**src/rtl/uart_tx_arbiter_pkg.sv**
```systemverilog
// Shared encodings for the uart_tx arbiter slice: FSM states and grant index width.
package uart_tx_arbiter_pkg;

  // Width of grant_id and of the internal grant/pointer registers.
  // It stays at 2 for every supported requester count (2..4).
  localparam int GRANT_ID_W = 2;

  // Width of the per-grant byte counter.
  localparam int BURST_CNT_W = 8;

  typedef enum logic {
    ST_IDLE  = 1'b0,
    ST_GRANT = 1'b1
  } state_e;

endpackage

```
**src/rtl/uart_tx_arbiter_rr_pick.sv**
```systemverilog
// Circular priority encoder: picks the first set request at or after ptr, wrapping around.
module rr_pick #(
  parameter int NUM_REQ = 2,
  parameter int IDX_W   = 2
) (
  input  logic [NUM_REQ-1:0] req,
  input  logic [IDX_W-1:0]   ptr,
  output logic               any,
  output logic [IDX_W-1:0]   idx
);

  localparam logic [IDX_W:0] NUM_REQ_X = (IDX_W+1)'(NUM_REQ);

  logic [2*NUM_REQ-1:0] w_req2;
  logic [NUM_REQ-1:0]   w_rot;
  logic                 w_found;
  logic [IDX_W:0]       w_sum;

  // Duplicating the request vector lets a plain right shift act as a rotation by ptr.
  assign w_req2 = {req, req};
  assign w_rot  = NUM_REQ'(w_req2 >> ptr);
  assign any    = |req;

  // Find the lowest set bit of the rotated vector and map its offset back to an absolute index.
  always_comb begin
    w_found = 1'b0;
    w_sum   = '0;
    idx     = '0;
    for (int k = 0; k < NUM_REQ; k++) begin
      if (!w_found && w_rot[k]) begin
        w_found = 1'b1;
        w_sum   = {1'b0, ptr} + (IDX_W+1)'(k);
        if (w_sum >= NUM_REQ_X) begin
          w_sum = w_sum - NUM_REQ_X;
        end
        idx = w_sum[IDX_W-1:0];
      end
    end
  end

endmodule

```
**src/rtl/uart_tx_arbiter.sv**
```systemverilog
// Message-granular round-robin arbiter sharing one uart_tx byte port among NUM_REQ requesters.
// A grant is held until the granted requester sends a byte marked last or MAX_BURST bytes pass.
module uart_tx_arbiter
  import uart_tx_arbiter_pkg::*;
#(
  parameter int NUM_REQ    = 2,
  parameter int DATA_WIDTH = 8,
  parameter int MAX_BURST  = 16
) (
  input  logic                          clk,
  input  logic                          reset,
  input  logic [NUM_REQ-1:0]            req_valid,
  input  logic [NUM_REQ*DATA_WIDTH-1:0] req_data,
  input  logic [NUM_REQ-1:0]            req_last,
  output logic [NUM_REQ-1:0]            req_ready,
  output logic                          tx_valid,
  output logic [DATA_WIDTH-1:0]         tx_data,
  input  logic                          tx_ready,
  output logic                          busy,
  output logic [GRANT_ID_W-1:0]         grant_id
);

  localparam logic [BURST_CNT_W-1:0] BURST_LIMIT = BURST_CNT_W'(MAX_BURST);
  localparam logic [GRANT_ID_W-1:0]  LAST_IDX    = GRANT_ID_W'(NUM_REQ - 1);

  state_e                  r_state;
  state_e                  w_state_next;
  logic [GRANT_ID_W-1:0]   r_grant;
  logic [GRANT_ID_W-1:0]   w_grant_next;
  logic [GRANT_ID_W-1:0]   r_rr_ptr;
  logic [GRANT_ID_W-1:0]   w_rr_ptr_next;
  logic [BURST_CNT_W-1:0]  r_burst_cnt;
  logic [BURST_CNT_W-1:0]  w_burst_cnt_next;

  logic                    w_any;
  logic [GRANT_ID_W-1:0]   w_pick_idx;
  logic                    w_sel_valid;
  logic                    w_sel_last;
  logic [DATA_WIDTH-1:0]   w_sel_data;
  logic                    w_active;
  logic                    w_xfer;
  logic                    w_release;
  logic                    w_tx_valid;

  rr_pick #(
    .NUM_REQ (NUM_REQ),
    .IDX_W   (GRANT_ID_W)
  ) u_rr_pick (
    .req (req_valid),
    .ptr (r_rr_ptr),
    .any (w_any),
    .idx (w_pick_idx)
  );

  // Route the granted requester's lane onto the shared select signals.
  always_comb begin
    w_sel_valid = 1'b0;
    w_sel_last  = 1'b0;
    w_sel_data  = '0;
    for (int i = 0; i < NUM_REQ; i++) begin
      if (r_grant == GRANT_ID_W'(i)) begin
        w_sel_valid = req_valid[i];
        w_sel_last  = req_last[i];
        w_sel_data  = req_data[i*DATA_WIDTH +: DATA_WIDTH];
      end
    end
  end

  // Reset is gated in so an asserted reset blocks any handshake in that same cycle.
  assign w_active   = reset && (r_state == ST_GRANT);
  assign w_xfer     = w_active && w_sel_valid && tx_ready;
  assign w_release  = w_xfer && (w_sel_last || ((r_burst_cnt + 8'd1) == BURST_LIMIT));
  assign w_tx_valid = w_active && w_sel_valid;

  assign tx_valid = w_tx_valid;
  assign tx_data  = w_tx_valid ? w_sel_data : '0;
  assign busy     = w_active;
  assign grant_id = w_active ? r_grant : '0;

  // Only the grantee sees tx_ready; everyone else is held off.
  always_comb begin
    req_ready = '0;
    for (int i = 0; i < NUM_REQ; i++) begin
      req_ready[i] = w_active && (r_grant == GRANT_ID_W'(i)) && tx_ready;
    end
  end

  // Next-state logic: arbitrate in IDLE, count bytes and watch for release in GRANT.
  always_comb begin
    w_state_next     = r_state;
    w_grant_next     = r_grant;
    w_rr_ptr_next    = r_rr_ptr;
    w_burst_cnt_next = r_burst_cnt;
    case (r_state)
      ST_IDLE: begin
        if (w_any) begin
          w_state_next     = ST_GRANT;
          w_grant_next     = w_pick_idx;
          w_burst_cnt_next = '0;
        end
      end
      ST_GRANT: begin
        if (w_xfer) begin
          w_burst_cnt_next = r_burst_cnt + 8'd1;
          if (w_release) begin
            w_state_next  = ST_IDLE;
            w_rr_ptr_next = (r_grant == LAST_IDX) ? '0 : r_grant + GRANT_ID_W'(1);
          end
        end
      end
      default: begin
        w_state_next = ST_IDLE;
      end
    endcase
  end

  // State and arbitration registers with synchronous active-low reset.
  always_ff @(posedge clk) begin
    if (!reset) begin
      r_state     <= ST_IDLE;
      r_grant     <= '0;
      r_rr_ptr    <= '0;
      r_burst_cnt <= '0;
    end else begin
      r_state     <= w_state_next;
      r_grant     <= w_grant_next;
      r_rr_ptr    <= w_rr_ptr_next;
      r_burst_cnt <= w_burst_cnt_next;
    end
  end

endmodule

```
**config.mk**
```make
export PLATFORM = sky130hd
export DESIGN_NAME = uart_tx_arbiter
export DESIGN_NICKNAME = d
export VERILOG_FILES = /design/src/rtl/uart_tx_arbiter_pkg.sv /design/src/rtl/uart_tx_arbiter_rr_pick.sv /design/src/rtl/uart_tx_arbiter.sv
export SDC_FILE = /design/constraint.sdc
export NUM_CORES = 1
export LEC_CHECK = 0
export BUFFER_PORTS_ARGS = -buffer_cell sky130_fd_sc_hd__buf_2
export CORE_UTILIZATION = 42
export DETAILED_ROUTE_END_ITERATION = 12
export GPL_TIMING_DRIVEN = 0
export PLACE_DENSITY = 0.79
export SETUP_SLACK_MARGIN = 0.2
export SLEW_MARGIN = 30
export SYNTH_ARGS = -nofsm -noshare
export SYNTH_HDL_FRONTEND = slang
export SYNTH_SLANG_ARGS = --single-unit
```
**constraint.sdc**
```tcl
create_clock -name clk -period 4.07 [get_ports clk]
set_input_delay 0.407 -clock clk [delete_from_list [all_inputs] [get_ports clk]]
set_output_delay 0.407 -clock clk [all_outputs]
set_load 0.005 [all_outputs]
```
# Word-level counts from Yosys, hierarchy flattened
# Cells that the tools add are included.
# W data, S select, Z words.
# op_classes
magnitude_cmp	2
bitwise_logic	1
shifts	1
n_eq_ne	4
n_reduce_logical	16
muxes	21
n_addsub	5
# ops
operator	count
$mux W8	5
$pmux W8 S2	1
$mux W2	6
$logic_and A1 B1 Y1	9
$add A8 B1 Y8 const B	1
$eq A8 B5 Y1 const B	1
$mux W1	8
$ne A2 B1 Y1 const B	2
$reduce_and A2 Y1	2
$shr A4 B2 Y2	1
$sub A2 B2 Y2 const B	2
$add A2 B1 Y3 const B	1
$ge A3 B2 Y1 const B	1
$reduce_and A3 Y1	1
$add A2 B1 Y2 const B	1
$eq A2 B1 Y1 const B	1
$ge A2 B2 Y1 const B	1
$logic_not A2 Y1	1
$pmux W1 S2	1
$reduce_or A2 Y1	1
$logic_not A1 Y1	1
$logic_or A1 B1 Y1	1
$not A1 Y1	1
# word_totals
in_bits	23
out_inout_bits	14
reg_bits	13
wordCells	54

# Longest topological paths before layout
# Gate-level depths: netlist (run 1).
# logic_depth
ltp_word	9
depth_mapped	6
mapped_depth_nobuf	5

# Cells and area by module
# A second synthesis (run 1) with hierarchy kept.
# hier_totals
hier_cells	113
hier_area_um2	895.9
# by_module_without_submodules
module	area_per_inst_um2	cells_each	n_inst	seq_area_each_um2
uart_tx_arbiter	867.1	108	1	260.2
rr_pick	28.8	5	1	0.0

# Least setup slack after synthesis (run 1)
# OpenSTA, ideal clock, no wires.
# synth_path
path_kind	input -> output
start	in reset
end	out tx_data[0]
t_required_ns	3.663
arrival_ns	1.376
n_path_buf	2
path_slack_ns	2.287
stages	5
path_cell_list	clkbuf_1 -> nand2_1 -> or3_1 -> clkbuf_1 -> nor2_1
# synth_via
elab_chain_len	3
# synth_lines
element	line	rtl
from (decl)	uart_tx_arbiter.sv:11	input logic reset,
$logic_and A1 B1 Y1	uart_tx_arbiter.sv:70	assign w_active = reset && (r_state == ST_GRANT);
$logic_and A1 B1 Y1	uart_tx_arbiter.sv:73	assign w_tx_valid = w_active && w_sel_valid;
$mux W8	uart_tx_arbiter.sv:76	assign tx_data = w_tx_valid ? w_sel_data : '0;
to (decl)	uart_tx_arbiter.sv:17	output logic [DATA_WIDTH-1:0] tx_data,
# Every way passes these cells.

# Worst setup path after layout (run 1)
# layout_path
start	reg r_grant[0]
end	out tx_data[4]
# layout_via
elab_chain_len	5
# layout_lines
element	line	rtl
from (decl)	uart_tx_arbiter.sv:28	logic [GRANT_ID_W-1:0] r_grant;
from (signal assigned)	uart_tx_arbiter.sv:126	r_grant <= w_grant_next;
$logic_not A2 Y1	uart_tx_arbiter.sv:61	if (r_grant == GRANT_ID_W'(i)) begin
$mux W1 (2 in a row)	uart_tx_arbiter.sv:61	
$logic_and A1 B1 Y1	uart_tx_arbiter.sv:73	
$mux W8 (*)	uart_tx_arbiter.sv:76	
# Every way passes the cells marked *; elsewhere a longest branch is shown, timed or not.

==> results of run 1 <==
[worst reg2reg max path: stages, from the launching register on]
cell	delay [ps]
dfxtp_1	300
buf_4	140
mux2i_1	190
or2_1	250
buf_2	170
or4_1	540
nand4_1	100
[power by group]
group          total (mW)  switching (mW)  internal [mW]  leakage [nW]
sequential          0.122         0.00221          0.120        0.0972
clock              0.0722          0.0380         0.0341        0.0138
combinational      0.0503          0.0268         0.0235         0.389
[routing by layer]
metal / global-route usage / up-vias / part of all wire
met5: 0 / - / 0
met4: 0.07059 / 0 / 0.0049
met3: 0.03968 / 2 / 0.035
met2: 0.3000 / 12 / 0.48
met1: 0.3285 / 413 / 0.48
li1: - / 457 / -
[per-stage QoR]
stage / area, sq um / hold slack [ps] / std cells
after floorplan: 802.0 / 450.1 / 104
after global placement: 1013 / 465.7 / 165
after detailed placement: 1013 / 486.0 / 165
after CTS: 1036 / 439.3 / 168
after global routing: 1036 / 447.6 / 168
final: 1036 / 442.8 / 168
[state kept, by name, summed over array words and instances, names as in the netlist]
signal       cells
r_burst_cnt      8
r_grant          2
r_rr_ptr         1
r_state          1
[cell families after synthesis]
family	share of synthesized area
compound gates	0.1872
fa+ha+maj	0.01560
simple gates	0.2886
buf+inv	0.05772
mux	0.1513
flops	0.2995
[placed cells by master (no fill, tap or decap)]
master and count:
nor3_1 4, and3_1 3, mux2_2 1, buf_4 1
inv_1 6, nor2b_1 1, ha_1 1, a221oi_1 1
buf_2 37, nand2_1 6, a21o_1 1, or2_1 1
o2111ai_1 1, nand4b_2 1, or4_1 1, and4b_1 1
a21oi_1 6, or2_2 1, dfxtp_1 12, or3_1 2
a31oi_1 1, a311oi_1 1, mux2i_1 11, nor4_1 1
nand4_1 3, nor2_1 15, o21ai_0 6, nand3_1 5
o211ai_1 2, o211a_1 2, a21boi_0 1, o21bai_1 1
clkbuf_4 3, clkbuf_1 3
[area by class of cell]
class / count / area [sq um] / area share
multi-input combinational: 81 / 515.5 / 0.4976
sequential: 12 / 240.2 / 0.2319
timing repair buffer: 36 / 180.2 / 0.1739
tap: 25 / 31.28 / 0.03019
buffer: 5 / 23.77 / 0.02295
clock buffer: 3 / 22.52 / 0.02174
inverter: 6 / 22.52 / 0.02174
[how the worst max path moves through the flow]
| stage | startpoint | endpoint | slack, ps | depth (start not counted) |
|---|---|---|---|---|
| 2_1_floorplan | reset | tx_data[0] | 2290 | 5 |
| 3_3_place_gp | reset | tx_data[7] | 1940 | 7 |
| 3_5_place_dp | reset | tx_data[1] | 1890 | 7 |
| 4_1_cts | r_grant[0]$_SDFFE_PN0P_ | tx_data[1] | 1840 | 6 |
| 5_1_grt | r_grant[0]$_SDFFE_PN0P_ | tx_data[1] | 1690 | 6 |
| 6_report | r_grant[0]$_SDFFE_PN0P_ | tx_data[4] | 1850 | 6 |
==> metrics.md, run 1 <==
| Metric | Value |
|---|---|
| Status | finished, final reports clean |
| Antenna-violating nets left | 0 |
| Arr. time, crit path | between 1500 and 2000 ps |
| Fin crit period | 2215 ps |
| Vias per inst | 5.262 |
| Initial DRC count | 17 |
| PD cells | 235.9 nW/um^2 |
| Global route overflow | 0 |
| Drt first pass iters | 4 |
| Fillers | 184 |
| Largest net degree at the start of global routing | 11 |
| RSZ-0062 raised after global routing | false |
| PnR worst setup slack | 1855 ps |
| Root Buffer | clkbuf_4 |
| Setup Crit Path Kind | reg2out |
| Primary FF master, synth | dfxtp_1 |
| Gate Count Post-Synth | 104 |
| Tightest Hold Check Type | in2reg |
| CP required | 3660 ps |
| Fraction of layout cells with a size suffix above 1 | 0.3077 |
| Crit-path slowest cell | mux2i_1 |
| Hold Path Origin | req_valid[1] |
| Input/output buffers | 36 |
| Synthesized area per cell | 7.712 sq um |
| Synth cell types | 33 |
| Sequential area share after synthesis | 0.2995 |
| Initial antenna violation count | 0 |
| Synth area leaders | dfxtp_1, mux2i_1, nor2_1 |
| Area growth, synth to finish | 29.17% |
| Drt total wl | between 2 and 2.5 mm |
| Initial Util | 0.4546 |
| Die W | between 40 and 50 microns |
| Post-synth top cells | nor2_1, dfxtp_1, mux2i_1 |
| F_max | ~450 MHz |
| Reg2reg path depth | 6 |
| Clock Pin Slew Worst Setup and Hold Paths | approximately 70 ps |
| Core Util, Final | 0.5872 |
| Clock sinks | 12 |
| HPWL Detailed | 1.605 mm |
| Slew HR | 0.5761 |
| Max Cap Violations | 0 |
| Cell chain of the critical path | buf_4 > mux2i_1 > or3_1 > clkbuf_1 > nor2_1 > buf_2 |
| CTS resizes | 0 |
| Post-CTS setup buffer count | 0 |
| Num ports | 37 |
| R2R setup slack | between 2000 and 2500 ps |
| Clk Latency, worst-skew pair | roughly 260 ps |
| Chip Height | 45.70 microns |
| Post-synth EDFFs | 0 |
| Total number of yosys warnings | 0 |
| Area leader, netlist | dfxtp_1 |
| LEAKAGE | 0.4997 nW |
| Final Setup Violations | 0 |
| Worst vdd ir | 0.0001687 V |
| Pre-CTS setup slack | 1894 ps |
| Die Footprint | 2088 sq um |
| Ant. Diodes | 0 |
| Final GP Congestion | roughly 0.79 |
| Most common cell in the synthesized netlist | nor2_1 |
| CP max FO | 9 |
| Fin. Hold Viols | 0 |
| Critical Path Sink Type | primary output |
| Clk_skew | 3.940 ps |
| DRC viols | 0 |
| Via count | approximately 880 |
| Hold Path Depth | 3 |
| Drt wl/cell | 12.19 microns |
| Critical path launch point type | flop |
| Worst r2r dst | r_rr_ptr[0]$_SDFFE_PN0P_ |
| RR Startpoint | r_grant[0]$_SDFFE_PN0P_ |
| Hold endpoint | r_grant[0]$_SDFFE_PN0P_ |
| CTS Hold Bufs | 0 |
| Final nets | ~170 |
| Top cell type's share of synthesized area | 0.2995 |
| Total GRT Usage | 0.2154 |
| Slew Viols, Final | 0 |
| Fraction of registers with async set/reset | 0 |
| Worst path bufs/invs | 3 |
| Max Root-Sink Buffers | 2 |
| Post-Syn Area | around 800 sq um |
| Core Footprint | 1764 sq um |
| Setup TNS | 0 ps |
| Crit-path leading delay family | buffers and inverters |
| CP max stage delay | 400 ps |
| Syn Nets | about 130 |
| First-pass GRT wire length | 3.277 mm |
| Worst slew pin tran | 635.8 ps |
| FF+latch count, synth | 12 |
| TritonCTS clock tree | done |
| Total Power | 0.2444 mW |
| Cell Rows | 15 |
| Final worst path period share | 0.5443 |
| Number of global-route vias before repair | around 740 |
| H-tree Lvls | 1 |
| Total CTS buffers | 3 |
Power figures use the tool's default switching activity.
==> run 2: changes to the inputs <==
Settings changed: ABC_AREA set to 1, CORE_UTILIZATION 42 to 41, PLACE_DENSITY 0.79 to 0.8.
Clock period 4.07 ns to 2 ns, I/O delays scaled along.
==> run 2 against run 1 <==
Against the previous run:
- global-route usage rose by 1.5 points
- hold slack got worse by 240 ps
- synthesized cell count rose by 31%
- first-iteration DRC count rose by 53%
- power rose by 110%
- wire length rose by 13%
- register-to-register slack got worse by 1800 ps
- critical path depth did not move
- combinational power rose by 130%
- via count rose by 15%
- highest routed layer unchanged
==> metrics.md, run 2 <==
| Metric | Value |
|---|---|
| Status | finished, final reports clean |
| Fin. Hold Viols | 0 |
| Final GP Congestion | 0.8406 |
| Placed inst area | 1036 sq um |
| HPWL Detailed | 1.728 mm |
| Post-synth top cells | nand2_1, nand3_1, a21oi_1 |
| Clk Latency, worst-skew pair | 290 ps |
| Worst vdd ir | 0.0004415 V |
| Max Root-Sink Buffers | 2 |
| Num ports | 37 |
| Final worst path period share | 0.8274 |
| Worst setup path start | r_grant[1]$_SDFFE_PN0P_ |
| Number of global-route vias before repair | 807 |
| Die Footprint | between 2000 and 2500 sq um |
| Most frequent cells in the layout | buf_2, nand2_1, nand3_1 |
| DRC viols | 0 |
| Clock Pin Slew Worst Setup and Hold Paths | about 80 ps |
| Top cell type's share of synthesized area | 0.2914 |
| Multi-input gate area | 499.2 sq um |
| Syn Nets | 160 |
| Initial DRC count | 26 |
| Drt wl/cell | 11.56 microns |
| NetSw | about 0.16 mW |
| H-tree Lvls | 1 |
| Slew Viols, Final | 0 |
| FF/Latch Area | between 200 and 250 sq um |
| Largest net degree at the start of global routing | 11 |
| Max Cap Violations | 0 |
| Tightest Hold Check Type | in2reg |
| Critical path launch point type | flop |
| Synth cell types | 22 |
| RSZ-0062 raised after global routing | false |
| Total CTS buffers | 3 |
| Gate Count Post-Synth | 136 |
| Setup Crit Path Kind | reg2out |
| Core Footprint | 1802 sq um |
| Total number of yosys warnings | 0 |
| Fin cells | 200 |
| Crit. path cell count | 6 |
| Largest registers | r_burst_cnt (8), r_grant (2) |
| Synthesized area per cell | 6.063 sq um |
| Ant. Diodes | 0 |
| PnR worst setup slack | 345.3 ps |
| Initial Util | 0.4576 |
| Final nets | 201 |
| Synth area leaders | dfxtp_1, nand3_1, nand2_1 |
| Design area | approximately 1100 sq um |
| Drt total wl | 2.311 mm |
| Worst path bufs/invs | 4 |
| Switching Fraction | 0.3047 |
| Post-synth EDFFs | 0 |
| Pre-CTS setup slack | 349.0 ps |
| Sequential area share after synthesis | 0.2914 |
| Crit-path leading delay family | buffers and inverters |
| Vias per inst | ~5.1 |
| Fraction of layout cells with a size suffix above 1 | 0.2971 |
| Fin crit period | between 1500 and 2000 ps |
| Worst r2r dst | r_rr_ptr[0]$_SDFFE_PN0P_ |
| Max reg flops | 8 |
| Worst slew pin tran | 411.2 ps |
| Input/output buffers | 36 |
| Die W | 46.85 microns |
| Worst hold slack | 198.5 ps |
| Total GRT Usage | 0.2306 |
| Primary FF master, synth | dfxtp_1 |
| Root Buffer | clkbuf_4 |
| RR Startpoint | r_burst_cnt[0]$_SDFFE_PN0P_ |
| Flop pwr share | 0.478 |
| Fraction of registers with async set/reset | 0 |
| Critical Path Sink | tx_data[3] |
| First-pass GRT wire length | between 3 and 4 mm |
| CTS Hold Bufs | 0 |
| CP required | 1800 ps |
| Fillers | between 150 and 200 |
| CP max FO | 10 |
| Via count | 1013 |
| FF+latch count, synth | 12 |
| Drt first pass iters | 4 |
| R2R setup slack | 500 ps |
| Most common cell in the synthesized netlist | nand2_1 |
| Setup TNS | 0 ps |
| Global route overflow | 0 |
| Most common library cell in the layout ignoring fill and taps | buf_2 |
| Chip Height | 46.85 microns |
| Cell chain of the critical path | clkinv_1 > clkbuf_2 > clkbuf_4 > nand3_1 > a21oi_1 > buf_2 |
| Int Pwr | 0.3624 mW |
| Combinational Power Share | 0.225 |
| Antenna-violating nets left | 0 |
| Clock network fraction of total power | 0.297 |
| Area leader, netlist | dfxtp_1 |
| TritonCTS clock tree | done |
| CP max stage delay | 300 ps |
| Post-Syn Area | approximately 820 sq um |
| Crit-path slowest cell | dfxtp_1 |
| Initial antenna violation count | 0 |
| Final Setup Violations | 0 |
| Slew HR | 0.7259 |
| LEAKAGE | roughly 0.52 nW |
| Placed cells | 197 |
| F_max | 604.3 MHz |
| Post-CTS setup buffer count | 0 |
| Arr. time, crit path | 1450 ps |
| PD cells | 485.5 nW/um^2 |
| Critical Path Sink Type | primary output |
| Cell Rows | 15 |
| Clk_skew | 7.344 ps |
| Clock sinks | 12 |
| Area growth, synth to finish | 30.20% |
| Reg2reg path depth | 9 |
| Largest register by flop count | r_burst_cnt |
## run 2: cell count changes after synthesis, moves of 6 or more
cell,change
a21oi_1,+12
inv_1,+7
mux2i_1,-11
nand2_1,+25
nand3_1,+21
nor2_1,-6
## run 2: worst reg2reg max path, stage by stage (launching register included)
cell and delay (ps):
dfxtp_1 380, ha_1 210, nand3_1 130, o21bai_1 140
nand2_1 80, nor2_1 110, nand3_1 100, nand2_1 90
nand3_1 60, a21oi_1 140
## run 2: layout make-up
type,instances,share of cell area
buffer,5,0.03030
timing repair buffer,36,0.1678
sequential,12,0.2238
tap,25,0.02914
inverter,18,0.06294
clock buffer,3,0.02098
multi-input combinational,101,0.4650
## run 2: metrics by stage
step,utilization,total power [mW]
floorplan,-,0.3187
global placement,0.5750,0.3628
detailed placement,0.5750,0.3677
CTS,0.5889,0.5225
global route,0.5958,0.5488
finish,0.5958,0.5212
## run 2: cell families (layout without fill, tap and decap cells)
family	Yosys count	count (layout)	share of synthesized area
adders and majority gates	1	1	0.01517
xor gates and xnor gates	1	1	0.01062
DFF	12	12	0.2914
buffers and inverters	23	62	0.1138
AOI/OAI and AO/OA	27	27	0.1791
and+or+nand+nor	72	72	0.3900
## run 2: power by group through the flow
stage,Clock [mW],Sequential [mW],Combinational (mW)
after floorplan,0,0.253,0.0654
after global placement,0,0.254,0.108
after detailed placement,0,0.254,0.113
after CTS,0.159,0.249,0.114
after global routing,0.169,0.250,0.130
final,0.155,0.249,0.117
## run 2: how the worst min path moves through the flow
stage                                        start                           to  slack (ps)  cells past startpoint
after floorplan                              reset  r_burst_cnt[0]$_SDFFE_PN0P_         340                      2
after global placement    r_rr_ptr[0]$_SDFFE_PN0P_     r_rr_ptr[0]$_SDFFE_PN0P_         450                      2
after detailed placement  r_rr_ptr[0]$_SDFFE_PN0P_     r_rr_ptr[0]$_SDFFE_PN0P_         460                      2
after CTS                                    reset  r_burst_cnt[2]$_SDFFE_PN0P_         190                      3
after global routing                         reset  r_burst_cnt[2]$_SDFFE_PN0P_         220                      3
final                                        reset  r_burst_cnt[2]$_SDFFE_PN0P_         200                      3
## run 2: repair_timing
item / 4_1_cts / 5_1_grt
setup endpoints to repair: 9 / 8
resized for setup: 2 / 6
pin swaps: 0 / 0
## run 2: routing by layer
metal | vias up | global-route usage | routed length, microns
met5 | - | 0 | 0
met4 | 0 | 0.09143 | 27
met3 | 4 | 0.06923 | 80
met2 | 15 | 0.3444 | 1126
met1 | 463 | 0.3115 | 1077
li1 | 531 | - | -
